File: src/rtl/disp_source_sel.sv
// disp_source_sel: chooses the 16-bit half of a CPU debug word that the
// seven-segment scanner shows. Three debounced push-buttons step the page,
// step the register index and toggle a snapshot freeze.
module disp_source_sel #(
    parameter int unsigned DEB_CYCLES = 250000,
    parameter int unsigned CNT_W      = 18
) (
    input  logic        clk,
    input  logic        rst_n,
    input  logic        btn_page,
    input  logic        btn_reg,
    input  logic        btn_frz,
    input  logic [31:0] pc,
    input  logic [31:0] instr,
    input  logic [31:0] reg_data,
    output logic [4:0]  dbg_addr,
    output logic [15:0] disp_num,
    output logic [2:0]  page,
    output logic        frozen
);

    localparam logic ST_LIVE = 1'b0;
    localparam logic ST_HOLD = 1'b1;

    localparam logic [CNT_W-1:0] CNT_LAST = CNT_W'(DEB_CYCLES - 1);

    // Button lanes: bit 0 = page, bit 1 = reg, bit 2 = freeze
    logic [2:0]       btn_raw;
    logic [2:0]       sync_a;
    logic [2:0]       sync_b;
    logic [2:0]       stable;
    logic [2:0]       press;
    logic [CNT_W-1:0] cnt [3];

    logic        page_step;
    logic        reg_step;
    logic        frz_step;
    logic        frz_state;
    logic        recap;
    logic [31:0] snap_pc;
    logic [31:0] snap_instr;
    logic [31:0] snap_reg;
    logic [31:0] src_pc;
    logic [31:0] src_instr;
    logic [31:0] src_reg;
    logic [15:0] disp_d;

    assign btn_raw = {btn_frz, btn_reg, btn_page};

    // Two-flop synchronizers for the raw button levels
    always_ff @(posedge clk or negedge rst_n) begin
        if (!rst_n) begin
            sync_a <= '0;
            sync_b <= '0;
        end else begin
            sync_a <= btn_raw;
            sync_b <= sync_a;
        end
    end

    // Debounce: a differing level must persist DEB_CYCLES cycles to be accepted
    always_ff @(posedge clk or negedge rst_n) begin
        if (!rst_n) begin
            stable <= '0;
            for (int i = 0; i < 3; i++) begin
                cnt[i] <= '0;
            end
        end else begin
            for (int i = 0; i < 3; i++) begin
                if (sync_b[i] == stable[i]) begin
                    cnt[i] <= '0;
                end else if (cnt[i] == CNT_LAST) begin
                    stable[i] <= sync_b[i];
                    cnt[i]    <= '0;
                end else begin
                    cnt[i] <= cnt[i] + CNT_W'(1);
                end
            end
        end
    end

    // Press pulse on the cycle the stable level is about to rise
    always_comb begin
        press = '0;
        for (int i = 0; i < 3; i++) begin
            press[i] = sync_b[i] & ~stable[i] & (cnt[i] == CNT_LAST);
        end
    end

    assign page_step = press[0];
    assign reg_step  = press[1];
    assign frz_step  = press[2];

    // Page walks 0..5 and wraps; register index wraps mod 32
    always_ff @(posedge clk or negedge rst_n) begin
        if (!rst_n) begin
            page     <= '0;
            dbg_addr <= '0;
        end else begin
            if (page_step) begin
                page <= (page == 3'd5) ? 3'd0 : page + 3'd1;
            end
            if (reg_step) begin
                dbg_addr <= dbg_addr + 5'd1;
            end
        end
    end

    // Freeze FSM and snapshot capture; reg_data recaptured one cycle after a
    // register step so the combinational read port has settled on the new index
    always_ff @(posedge clk or negedge rst_n) begin
        if (!rst_n) begin
            frz_state  <= ST_LIVE;
            recap      <= 1'b0;
            snap_pc    <= '0;
            snap_instr <= '0;
            snap_reg   <= '0;
        end else begin
            recap <= reg_step & (frz_state == ST_HOLD);
            if (frz_step) begin
                if (frz_state == ST_LIVE) begin
                    frz_state  <= ST_HOLD;
                    snap_pc    <= pc;
                    snap_instr <= instr;
                    snap_reg   <= reg_data;
                end else begin
                    frz_state <= ST_LIVE;
                end
            end else if (recap && (frz_state == ST_HOLD)) begin
                snap_reg <= reg_data;
            end
        end
    end

    assign frozen = (frz_state == ST_HOLD);

    // Source select and page map
    always_comb begin
        src_pc    = frozen ? snap_pc    : pc;
        src_instr = frozen ? snap_instr : instr;
        src_reg   = frozen ? snap_reg   : reg_data;
        disp_d    = 16'h0000;
        case (page)
            3'd0:    disp_d = src_pc[15:0];
            3'd1:    disp_d = src_pc[31:16];
            3'd2:    disp_d = src_instr[15:0];
            3'd3:    disp_d = src_instr[31:16];
            3'd4:    disp_d = src_reg[15:0];
            3'd5:    disp_d = src_reg[31:16];
            default: disp_d = 16'h0000;
        endcase
    end

    // Registered display word
    always_ff @(posedge clk or negedge rst_n) begin
        if (!rst_n) begin
            disp_num <= '0;
        end else begin
            disp_num <= disp_d;
        end
    end

endmodule

File: config.mk
export PLATFORM = sky130hd
export DESIGN_NAME = disp_source_sel
export DESIGN_NICKNAME = d
export VERILOG_FILES = /design/src/rtl/disp_source_sel.sv
export SDC_FILE = /design/constraint.sdc
export NUM_CORES = 1
export LEC_CHECK = 0
export ABC_AREA = 0
export CORE_AREA = 2 2 171 173
export DETAILED_ROUTE_END_ITERATION = 8
export DIE_AREA = 0 0 173 175
export GPL_TIMING_DRIVEN = 0
export HOLD_SLACK_MARGIN = 0.1
export PLACE_DENSITY = 0.64
export SLEW_MARGIN = 20
export SYNTH_ARGS = -nofsm -noshare
export SYNTH_HDL_FRONTEND = slang
export SYNTH_SLANG_ARGS = --single-unit
File: constraint.sdc
create_clock -name clk -period 3.9 [get_ports clk]
set_input_delay 0.78 -clock clk [delete_from_list [all_inputs] [get_ports clk]]
set_output_delay 0.78 -clock clk [all_outputs]
set_load 0.1 [all_outputs]
Word level (Yosys, flattened, before mapping) --
Cells that the tools add are included.
Word-level totals: flip-flop bits (word level) 185
Operators by class: $add $sub $neg 5, eq/ne operators 11, multiplexer cells 14, bitwise operators 13, reduce and logical (&&, ||, !) cells 6
Operators by type and width (count):
- $mux W32 | 5
- $mux W18 | 6
- $pmux W16 S6 | 1
- $add A18 B1 Y18 const B | 3
- $eq A18 B18 Y1 const B | 3
- $and A1 B1 Y1 | 7
- $eq A3 B2 Y1 const B | 2
- $eq A3 B3 Y1 const B | 2
- $not A1 Y1 | 6
- $reduce_and A2 Y1 | 3
- $add A5 B1 Y5 const B | 1
- $add A3 B1 Y3 const B | 1
- $eq A1 B1 Y1 | 3
- $eq A3 B1 Y1 const B | 1
- $logic_not A3 Y1 | 1
- $mux W3 | 1
- $reduce_bool A2 Y1 | 1
- $logic_and A1 B1 Y1 | 1
- $mux W1 | 1

Longest topological paths before layout --
depth after elaboration 4, gate-level depth with buffers 8

Least setup slack after synthesis --
OpenSTA, ideal clock, no wires.
path type reg2reg, from register frz_state, in the netlist frozen, to register disp_num[5], setup time 138 ps, arrival 2527 ps, required time 3762 ps, setup slack 1235 ps, cell stages (with the launch flop) 7, period minus slack after synthesis 2665 ps, cell sequence dfrtp_1 clkbuf_8 buf_2 clkbuf_1 mux2_2 a211oi_1 o211ai_1
On the way: longest elaborated chain between the ends 2, elaborated cells on any way between the ends 4, classes of those cells 4 x mux
RTL lines:
- from (decl) | line 38 | logic frz_state;
- from (signal assigned) | line 113 | frz_state <= ST_LIVE;
- from (signal assigned) | line 122 | frz_state <= ST_HOLD;
- from (signal assigned) | line 127 | frz_state <= ST_LIVE;
- $mux W32, on equally long branches | line 141, 139, 140
- $pmux W16 S6 * | line 143 | case (page)
- named net disp_d[5] | line 46 | logic [15:0] disp_d;
- to (signal assigned) | line 159 | disp_num <= disp_d;
- to (decl) | line 17 | output logic [15:0] disp_num,
Mark *: on every way through the listed nets, which the timed path passes. The rest lies on a longest branch. A chain may end at the register's enable or synchronous reset.

Final worst setup path --
from register page[1], to output port page[1]
RTL lines:
- from (decl) | line 18 | output logic [2:0] page,
- from (signal assigned) | line 101 | page <= (page == 3'd5) ? 3'd0 : page + 3'd1;
No word-level cell between the ends.

==> results.toml <==
[yosys]
synthesis.area_um2 = 9850
syn-instance-count = 801
synth_area_per_cell_um2 = 12.3
synth_async_sr_flop_share_pct = 100
yosysSeqAreaShare_pct = 47.0
dominantRegCellSynth = "sky130_fd_sc_hd__dfrtp_1"
number_of_enable_type_register_cells_in_the_synthesized_netlist = 0
ys_warn_count = 0
postSynthNetCount = 910
synth_seq_cells = 185
ys_types = 42

[grt]
first_global_vias = 6842
groute.usage.overall_pct = 17.0
grt_antenna_before_repair = 3
largest_net_degree_at_the_start_of_global_routing = 69
first_pass_grt_wire_length_um = 39600
gr-total-overflow = 0

[timing]
whs_ps = 250
report.final.setup_viol = 0
rsz0062_at_grt = "false"
layout_min_cycle_time_ps = 2870
timing.fmax_mhz = 349
timing_worst_slew_pin_value_ps = 1150
clock-skew-final_ps = 13.9
fin_crit_sh_pct = 73.6
max-slew-margin-rel_pct = 22.8
final_max_slew_viol_count = 0
timing.final.hold_violations = 0

[worst_setup_path]
crit_path_max_fanout = 8
cp_slowest_stage_delay_ps = 1190
critPathLaunchType = "flip-flop"
timing.rr.start = "frozen"
worst_setup_path_startpoint = "page[1]"
end_kind = "output pin"
timing.setup.critical_path_class = "flip-flop to output pin"
crit_path_cell_trace = "clkdlybuf4s50_1"
critPathBufInv = 1
crit_path_top_delay_cell = "sky130_fd_sc_hd__clkdlybuf4s50_1"
timing.critical_path.max_delay_family = "buffers and inverters"
worst-endpoint-arrival_ps = 2090
slack_of_the_worst_reg_to_reg_path_ps = 1360
cp_data_required_time_ps = 3120

[floorplan]
starting_density_of_the_core_pct = 34.7
die_w_um = 173
floorplan.die.height_um = 175
floorplan.die_area_um2 = 30300
fp-row-count = 62
core-area_um2 = 28400
top_level_ports = 126

[clock_tree]
post_cts_buffers = 0
cts_inserted_buffers = 17
postCtsResizedCells = 0
htree_num_levels = 4
cts_tree = "done"
clock_sinks = 185
cts.root.buffer_cell = "sky130_fd_sc_hd__clkbuf_16"
post_cts_hold_buffer_count = 0
worst_skew_pair.late_latency_ps = 440
cts.reportedPaths.clkPinSlew_ps = 90
clk_path_buf_depth = 2

[drt]
final_antenna_net_count = 0
first_pass_iters = 5
first_iter_violations = 332
totalWireLength_um = 25100
post-route-drc-count = 0
vias_per_cell = 4.96
routed-via-count = 6663
drt-wirelength-per-cell_um = 18.6

[power]
combPwrFrac_pct = 10.2
total_leakage_power_nw = 5.44
peakVddDrop_mv = 0.261
power.density_cell_area_nw_per_um2 = 343
pwr-share-clk_pct = 41.3
switching_power_mw = 1.13
power.sequential.fraction_pct = 48.5
power.switching_fraction_pct = 26.9
internal_power_component_mw = 3.06

[place]
globalplace.congestion = 0.798
buffer_ports.inserted = 125
dp_hpwl_um = 18200
dp.cells = 1312

[hold_path]
hold_class = "primary input to asynchronous set/reset pin"

[finish]
final_net_count = 1056
drive_above_1_share_pct = 17.1
regMostFlops = "cnt"
syn_to_final_growth_pct = 24.1
number_of_standard_cells_in_the_layout_taps_in_and_fillers_out = 1344
insertedDiodeCount = 0
final.fill_count = 2673
largest_register_ff_count = 54

[run_status]
result_of_the_run = "finished, final reports clean"

[flow_run]
max_cap_viol_count = 0
## cells in the final DEF, fill, tap and decap left out, drive strengths merged
| cell | synthesis | layout |
|---|---|---|
| dfrtp | 185 | 185 |
| mux2i | 161 | 161 |
| clkdlybuf4s50 | 0 | 124 |
| mux2 | 101 | 101 |
| nor2 | 75 | 75 |
| clkbuf | 17 | 34 |
| o22ai | 28 | 28 |
| buf | 25 | 28 |
| xor2 | 27 | 27 |
| xnor2 | 27 | 27 |
| nand3 | 25 | 25 |
| nand2 | 21 | 21 |
| inv | 12 | 20 |
| and3 | 14 | 14 |
| or3 | 13 | 13 |
| a22o | 12 | 12 |
| nand4 | 12 | 12 |
| nor3 | 8 | 8 |
| ha | 8 | 8 |
| nor4 | 7 | 7 |
| clkinv | 1 | 7 |
| a211oi | 4 | 4 |
| o211ai | 4 | 4 |
| nand3b | 2 | 2 |
| or2 | 2 | 2 |
| nand2b | 2 | 2 |
| or4b | 2 | 2 |
| and2 | 1 | 1 |
| nand4bb | 1 | 1 |
| nor4b | 1 | 1 |
| nand4b | 1 | 1 |
| a31o | 1 | 1 |
| dlygate4sd1 | 1 | 1 |
| clkinvlp | 0 | 1 |
## synthesized netlist by cell type, types with 3 or more instances
cell	n	area (um2)
sky130_fd_sc_hd__a22o_1	12	105
sky130_fd_sc_hd__mux2_4	60	901
sky130_fd_sc_hd__nor4_1	6	37.5
sky130_fd_sc_hd__nand4_1	11	68.8
sky130_fd_sc_hd__buf_1	6	22.5
sky130_fd_sc_hd__and3_1	13	81.3
sky130_fd_sc_hd__mux2_2	41	462
sky130_fd_sc_hd__dfrtp_1	185	4630
sky130_fd_sc_hd__nand2_1	21	78.8
sky130_fd_sc_hd__o211ai_1	4	30.0
sky130_fd_sc_hd__buf_6	10	113
sky130_fd_sc_hd__inv_1	12	45.0
sky130_fd_sc_hd__buf_2	4	20.0
sky130_fd_sc_hd__or3_1	13	81.3
sky130_fd_sc_hd__clkbuf_1	16	60.1
sky130_fd_sc_hd__xnor2_1	27	236
sky130_fd_sc_hd__nor2_1	75	282
sky130_fd_sc_hd__ha_1	8	100
sky130_fd_sc_hd__nand3_1	25	125
sky130_fd_sc_hd__mux2i_1	161	1610
sky130_fd_sc_hd__buf_12	3	60.1
sky130_fd_sc_hd__a211oi_1	4	30.0
sky130_fd_sc_hd__nor3_1	8	40.0
sky130_fd_sc_hd__xor2_1	27	236
sky130_fd_sc_hd__o22ai_1	28	175
## worst paths after layout
check / endpoint / cells past startpoint
hold reg to reg: sync_b[0] / 0
max in group asynchronous: cnt[22] / 2
min in group clk: sync_b[0] / 0
hold / removal: snap_instr[25] / 1
setup reg to reg: disp_num[6] / 6
setup / recovery: page[1] / 1
## cell type report
class,count,area [um2],area share [%]
repair buffers,127,1310,10.7
well taps,384,480,3.93
plain buffers,43,328,2.68
multi-input cells,560,4840,39.6
flip-flops and latches,185,4630,37.9
clock inverters,15,156,1.28
clock buffers,17,425,3.48
inverters,13,50.0,0.410
## power groups by stage
stage	logic, mW	registers, mW	clock network [mW]
2_1_floorplan	0.147	2.12	0
3_3_place_gp	0.421	2.06	0
3_5_place_dp	0.432	2.07	0
4_1_cts	0.435	2.03	1.77
5_1_grt	0.462	2.04	1.85
6_report	0.428	2.03	1.73
## logic make-up (layout without fill, tap and decap cells)
kind of cell / count (synthesis) / count (layout) / share of synthesized area [%]
AO/OA/AOI/OAI: 49 / 49 / 3.55
XOR/XNOR: 54 / 54 / 4.80
adder cells (fa/ha/maj): 8 / 8 / 1.02
buffers and inverters: 56 / 215 / 3.84
flip-flops: 185 / 185 / 47.0
multiplexers: 262 / 262 / 30.2
AND/OR/NAND/NOR: 187 / 187 / 9.58
## metal layers
layer / part of all wire, % / global-route usage (%)
met4: 1.6 / 4.17
met1: 46 / 22.7
met2: 47 / 27.2
met5: 0.16 / 0
met3: 5.8 / 4.74
## stage by stage
step	TNS [ps]	utilization [%]	setup WS [ps]	total power, mW	cell area [um2]
global route	0	43.0	961	4.35	12200
global placement	-1130580	40.8	-6130	2.48	11600
finish	0	43.0	1030	4.19	12200
floorplan	0	-	1230	2.27	9850
CTS	0	43.0	1010	4.24	12200
detailed placement	0	41.0	1340	2.50	11600
(Power assumes the default switching activity.)
